File: src/rtl/clb_param.sv
// Parametrised configurable logic block: NUM_LE K-input LUT elements, channel routing and a
// daisy-chainable shadow configuration chain with atomic commit. Optional carry chain: CLB_CARRY_EN.
module clb_param #(
  parameter int LUT_K   = 4,
  parameter int NUM_LE  = 2,
  parameter int CHAN_W  = 2,
  parameter int LOCAL_W = 2
) (
  input  logic               clk_i,
  input  logic               rst_ni,
  input  logic [CHAN_W-1:0]  from_north,
  input  logic [CHAN_W-1:0]  from_south,
  input  logic [CHAN_W-1:0]  from_east,
  input  logic [CHAN_W-1:0]  from_west,
  input  logic [LOCAL_W-1:0] local_inputs,
  input  logic               ce_i,
  input  logic               cfg_en_i,
  input  logic               cfg_din_i,
  input  logic               cfg_commit_i,
`ifdef CLB_CARRY_EN
  input  logic               carry_i,
  output logic               carry_o,
`endif
  output logic               cfg_dout_o,
  output logic               cfg_valid_o,
  output logic [CHAN_W-1:0]  to_north,
  output logic [CHAN_W-1:0]  to_south,
  output logic [CHAN_W-1:0]  to_east,
  output logic [CHAN_W-1:0]  to_west,
  output logic [NUM_LE-1:0]  local_output
);

  localparam int NUM_SRC  = 4*CHAN_W + LOCAL_W + NUM_LE;
  localparam int SEL_W    = $clog2(NUM_SRC);
  localparam int ROUTE_W  = $clog2(NUM_LE + 1);
  localparam int LUT_N    = 2**LUT_K;
`ifdef CLB_CARRY_EN
  localparam int CARRY_B  = 1;
`else
  localparam int CARRY_B  = 0;
`endif
  localparam int LE_BITS  = LUT_K*SEL_W + LUT_N + 1 + CARRY_B;
  localparam int NUM_TRK  = 4*CHAN_W;
  localparam int CFG_BITS = NUM_LE*LE_BITS + NUM_TRK*ROUTE_W;
  localparam int CNT_W    = $clog2(CFG_BITS + 1);
  localparam int SRC_PAD  = 2**SEL_W;
  localparam int Y_PAD    = 2**ROUTE_W;

  logic [CFG_BITS-1:0] shadow_q, shadow_d;
  logic [CFG_BITS-1:0] active_q, active_d;
  logic [CNT_W-1:0]    cnt_q, cnt_d;
  logic [NUM_LE-1:0]   ff_q, ff_d;

  logic                cfg_valid_s;
  logic                commit_s;
  logic [NUM_SRC-1:0]  src_s;
  logic [SRC_PAD-1:0]  src_pad_s;
  logic [NUM_LE-1:0]   d_s;
  logic [NUM_LE-1:0]   y_s;
  logic [Y_PAD-1:0]    y_pad_s;
  logic [NUM_TRK-1:0]  trk_s;
  logic [NUM_LE:0]     cin_s;

  assign cfg_valid_s = (cnt_q == CNT_W'(CFG_BITS));
  assign commit_s    = cfg_commit_i & cfg_valid_s & ~cfg_en_i;

  // Feedback only from registered LE outputs; padding makes out-of-range selects read 0.
  assign src_s     = {ff_q, local_inputs, from_west, from_east, from_south, from_north};
  assign src_pad_s = SRC_PAD'(src_s);

`ifdef CLB_CARRY_EN
  assign cin_s[0] = carry_i;
  assign carry_o  = cin_s[NUM_LE];
`else
  assign cin_s    = '0;
`endif

  for (genvar j = 0; j < NUM_LE; j++) begin : g_le
    logic [LE_BITS-1:0] cfg_s;
    logic [LUT_K-1:0]   in_s;
    logic [LUT_N-1:0]   init_s;
    logic               lut_s;
    logic               use_ff_s;

    assign cfg_s    = active_q[j*LE_BITS +: LE_BITS];
    assign init_s   = cfg_s[LUT_K*SEL_W +: LUT_N];
    assign use_ff_s = cfg_s[LUT_K*SEL_W + LUT_N];

    for (genvar k = 0; k < LUT_K; k++) begin : g_in
      assign in_s[k] = src_pad_s[cfg_s[k*SEL_W +: SEL_W]];
    end

    assign lut_s = init_s[in_s];

`ifdef CLB_CARRY_EN
    logic carry_mode_s;
    assign carry_mode_s = cfg_s[LE_BITS-1];
    assign d_s[j]       = lut_s ^ (carry_mode_s & cin_s[j]);
    assign cin_s[j+1]   = carry_mode_s ? ((in_s[0] & in_s[1]) | (cin_s[j] & (in_s[0] ^ in_s[1])))
                                       : cin_s[j];
`else
    assign d_s[j] = lut_s;
`endif

    assign y_s[j] = use_ff_s ? ff_q[j] : d_s[j];
  end

  // Route code 0 and codes above NUM_LE land on the zero entries of the padded vector.
  assign y_pad_s = Y_PAD'({y_s, 1'b0});

  for (genvar t = 0; t < NUM_TRK; t++) begin : g_route
    logic [ROUTE_W-1:0] route_s;
    assign route_s  = active_q[NUM_LE*LE_BITS + t*ROUTE_W +: ROUTE_W];
    assign trk_s[t] = y_pad_s[route_s];
  end

  assign to_north     = trk_s[0*CHAN_W +: CHAN_W];
  assign to_south     = trk_s[1*CHAN_W +: CHAN_W];
  assign to_east      = trk_s[2*CHAN_W +: CHAN_W];
  assign to_west      = trk_s[3*CHAN_W +: CHAN_W];
  assign local_output = y_s;
  assign cfg_dout_o   = shadow_q[CFG_BITS-1];
  assign cfg_valid_o  = cfg_valid_s;

  // Next state: shifting freezes the LE registers; a commit clears them and swaps in the shadow.
  always_comb begin
    shadow_d = shadow_q;
    active_d = active_q;
    cnt_d    = cnt_q;
    ff_d     = ff_q;
    if (cfg_en_i) begin
      shadow_d = {shadow_q[CFG_BITS-2:0], cfg_din_i};
      if (!cfg_valid_s) begin
        cnt_d = cnt_q + CNT_W'(1);
      end else begin
        cnt_d = cnt_q;
      end
    end else if (commit_s) begin
      active_d = shadow_q;
      ff_d     = '0;
      cnt_d    = '0;
    end else if (ce_i) begin
      ff_d = d_s;
    end else begin
      ff_d = ff_q;
    end
  end

  // State registers.
  always_ff @(posedge clk_i or negedge rst_ni) begin
    if (!rst_ni) begin
      shadow_q <= '0;
      active_q <= '0;
      cnt_q    <= '0;
      ff_q     <= '0;
    end else begin
      shadow_q <= shadow_d;
      active_q <= active_d;
      cnt_q    <= cnt_d;
      ff_q     <= ff_d;
    end
  end

endmodule

File: config.mk
export PLATFORM = sky130hd
export DESIGN_NAME = clb_param
export DESIGN_NICKNAME = d
export VERILOG_FILES = /design/src/rtl/clb_param.sv
export SDC_FILE = /design/constraint.sdc
export NUM_CORES = 1
export LEC_CHECK = 0
export ABC_AREA = 1
export CAP_MARGIN = 20
export CORE_ASPECT_RATIO = 2
export CORE_MARGIN = 2
export CORE_UTILIZATION = 61
export CTS_CLUSTER_SIZE = 24
export DETAILED_ROUTE_END_ITERATION = 10
export PLACE_DENSITY_LB_ADDON = 0.25
export SETUP_SLACK_MARGIN = 0.15
export SLEW_MARGIN = 20
export SYNTH_ARGS = -nofsm -noshare
export SYNTH_HDL_FRONTEND = slang
export SYNTH_SLANG_ARGS = --single-unit
File: constraint.sdc
create_clock -name clk_i -period 2.1 [get_ports clk_i]
set_input_delay 0.315 -clock clk_i [delete_from_list [all_inputs] [get_ports clk_i]]
set_output_delay 0.315 -clock clk_i [all_outputs]
set_load 0.005 [all_outputs]
==> results of run 1 <==
-- metrics by stage --
stage               instances  setup slack (ps)  power (W)  hold WS, ps  setup TNS (ps)
floorplan                1016             229.1   0.004305        19.41               0
global placement         1208             -1002   0.004611        305.6           -9833
detailed placement       1208             -1015   0.004644        305.2           -9942
CTS                      1256            -644.0   0.007948        174.3           -6019
global route             1270            -984.2   0.008302        183.7           -9412
finish                   1270            -862.9   0.008018        178.0           -8155
-- path summary, 6_finish.rpt --
kind / from / endpoint / slack [ps]
setup reg to reg: active_q[0] / ff_q[0] / -70
hold reg to reg: shadow_q[69] / active_q[69] / 480
setup / recovery: active_q[0] / to_west[1] / -860
max in group asynchronous: rst_ni / active_q[33] / 980
min in group asynchronous: rst_ni / shadow_q[38] / 400
hold / removal: cfg_en_i / shadow_q[30] / 180
-- cells in the mapped netlist, types with 2 or more instances --
cell	instances	share of area [%]
buf_4	2	0.18
nand2_1	275	13
o21ai_1	13	0.80
dfrtp_1	173	53
nor2_1	29	1.3
nand3_1	96	5.9
o211ai_1	6	0.55
xor2_1	2	0.21
nand2_4	4	0.55
clkbuf_1	28	1.3
o22ai_1	4	0.31
inv_1	116	5.3
o21ai_2	3	0.32
inv_2	10	0.46
nand4_2	2	0.31
nand3_2	10	1.2
a21boi_1	2	0.18
ha_1	2	0.31
buf_2	8	0.49
o21ai_0	187	11
buf_1	2	0.092
a21oi_1	18	1.1
nand4_1	6	0.46
nor3_1	2	0.12
nand2_2	8	0.61
-- critical path, stage by stage, from the launching register on --
cell and delay [ps]:
dfrtp_2 480, clkinv_4 140, nor2_2 80, o21ai_4 280, nand3_4 220, nand3_4 150, nand3_4 110, nand3_2 100
nand3_2 80, nand2_4 110, nand2_8 70, buf_6 130, nand3_2 70, nand2_1 60, buf_2 130
-- flip-flops by register name, summed over array words and instances, names as in the netlist --
signal and cells:
active_q 82, shadow_q 82, cnt_q 7, ff_q 2
-- where the power goes --
group          switching [W]  internal (W)
Clock                0.00150       0.00183
Sequential          0.000249       0.00364
Combinational       0.000507      0.000290
Total                0.00226       0.00576
-- layout make-up --
cell class | instances | area share, %
Timing Repair Buffer | 110 | 9.746
Sequential cell | 173 | 41.73
Clock inverter | 15 | 1.901
Clock buffer | 17 | 4.091
Multi-Input combinational cell | 676 | 36.00
Tap cell | 152 | 1.829
Inverter | 127 | 4.705
-- timing repair --
item / 4_1_cts / 5_1_grt
cloned: 2 / 2
setup buffers: 13 / 12
endpoints found under the hold margin: 49 / 0
setup endpoints to repair: 57 / 88
hold buffers: 1 / 0
gates resized for setup: 127 / 73
pin swaps: 33 / 44
-- routing by layer --
metal | track usage (%) | routed length [um] | up-vias
met5 | 0 | 0 | -
met4 | 17.60 | 1443 | 0
met3 | 5.343 | 1418 | 135
met2 | 50.96 | 12450 | 413
met1 | 35.16 | 8426 | 3690
li1 | - | - | 3476
-- placed cells by master, fill, tap and decap left out, types with 3 or more instances in the layout --
| cell type | count |
|---|---|
| o21ai_0 | 182 |
| clkbuf_16 | 19 |
| buf_2 | 12 |
| inv_2 | 13 |
| nand2_2 | 16 |
| nand3_4 | 9 |
| o21ai_1 | 14 |
| nand4_4 | 3 |
| dfrtp_2 | 8 |
| a21oi_1 | 17 |
| buf_6 | 11 |
| nand4_1 | 6 |
| dlygate4sd2_1 | 5 |
| inv_8 | 4 |
| inv_6 | 6 |
| nand3_1 | 49 |
| inv_1 | 111 |
| nand2_4 | 15 |
| buf_4 | 62 |
| nand3_2 | 49 |
| nand2_1 | 254 |
| dfrtp_1 | 165 |
| nand2_8 | 3 |
| o21ai_2 | 5 |
| o211ai_1 | 6 |
| buf_12 | 7 |
| o22ai_1 | 3 |
| nor2_1 | 27 |
| clkdlybuf4s50_1 | 8 |
-- logic make-up (layout without fill, tap and decap cells) --
group	after synthesis	in the layout	synth area share, %
and+or+nand+nor	436	438	23.64
AOI/OAI and AO/OA	233	233	14.69
DFF	173	173	52.91
buffers and inverters	169	269	8.135
xor gates and xnor gates	3	3	0.3212
adders and majority gates	2	2	0.3058
==> reports/results.ini, run 1 <==
[sta]
setup_violations = 11
worst_pin_slew_ps = 534.3
slew_headroom_pct = 64.38
fin_skew_ps = 10.82
period_share_pct = 141.1
min_period_ps = 2963
final_max_slew_viol_count = 0
layout_setup_ws_ps = -862.9
rsz0062_at_grt = yes
finalHoldViolCount = 0
clock.fmax_mhz = 337.5

[drt]
drt_first_pass_iters = 9
vias = 7714
drc = 1
finalWirelength_um = 23740
viasPerCell = 6.074
wl_per_cell_um = 18.69
drtIter0Drc = 756
ant_nets = 0

[layout]
multi_input_area_mm2 = 0.003744
fill_cells = 773
final_util_pct = 79.58
area_growth_pct = 27.08
drive_above_1_share_pct = 23.35
regArea_mm2 = 0.004339
antennaDiodeCount = 0
stdcell_area_mm2 = 0.01040
nNetsFinal = 1123

[global_route]
grt_max_degree = 115
antenna_found_initial = 0
grt_pass1_vias = 7484
grt_pass1_wl_um = 34600
grt_overflow = 0
grtUsageTotal_pct = 30.11

[hold_path]
min_path_cells = 2
hold_path_class = input pin to flop

[die]
die-area_mm2 = 0.01441
core-area_mm2 = 0.01307
pin_count = 28
rows = 59
die_w_um = 85.90
initial_core_util_pct = 62.63
die_h_um = 167.8

[job]
cap_violations = 0

[synthesis]
syn_avg_cell_area_um2 = 8.054
synth_edf_count = 0
async_flop_share_pct = 100.0
postSynthCellCount = 1016
synth_cell_type_count = 33
synth-main-ff-cell = dfrtp_1
syn_area_mm2 = 0.008183
ys_ff_latch = 173
synth_nets = 1034
yosys_warnings = 0
synth.yosys.seq_area_share_pct = 52.91

[clock_network]
cts.sinks = 173
h-tree-depth = 4
numCtsBuffers = 17
clockBufferDepth = 2
cts.clk_slew.worst_paths_ps = 70
clk_latency_ps = 440
cts_tree = built
clockRootBuffer = clkbuf_16

[placement]
port_buffers = 27
place_area_mm2 = 0.008934
gp_congestion = 0.9120
hpwl_um = 12650

[critical_path]
crit_arrival_ps = 2650
cp-start-kind = flop
required_ps = 1780
rr_worst_depth = 13
criticalPathCategory = flop to primary output
worst_setup_path_end_kind = primary output
critPathMaxFanout = 7

[run_status]
status = finished with violations
violations = DRC, setup timing

[power]
pwr_density_cell_mw_per_mm2 = 771.1
ir_drop_mv = 0.7915
p_leak_nw = 4.865

Note: power is estimated with default switching activity, not from simulation.
==> run 2: changes to the inputs <==
--- a/config.mk
+++ b/config.mk
@@ -14,7 +14,7 @@
 export DETAILED_ROUTE_END_ITERATION = 10
 export PLACE_DENSITY_LB_ADDON = 0.25
 export SETUP_SLACK_MARGIN = 0.15
-export SLEW_MARGIN = 20
+export SLEW_MARGIN = 10
 export SYNTH_ARGS = -nofsm -noshare
 export SYNTH_HDL_FRONTEND = slang
 export SYNTH_SLANG_ARGS = --single-unit
==> results of run 2 <==
Same layout as run 1: the final DEF is identical, and so are final timing and power.
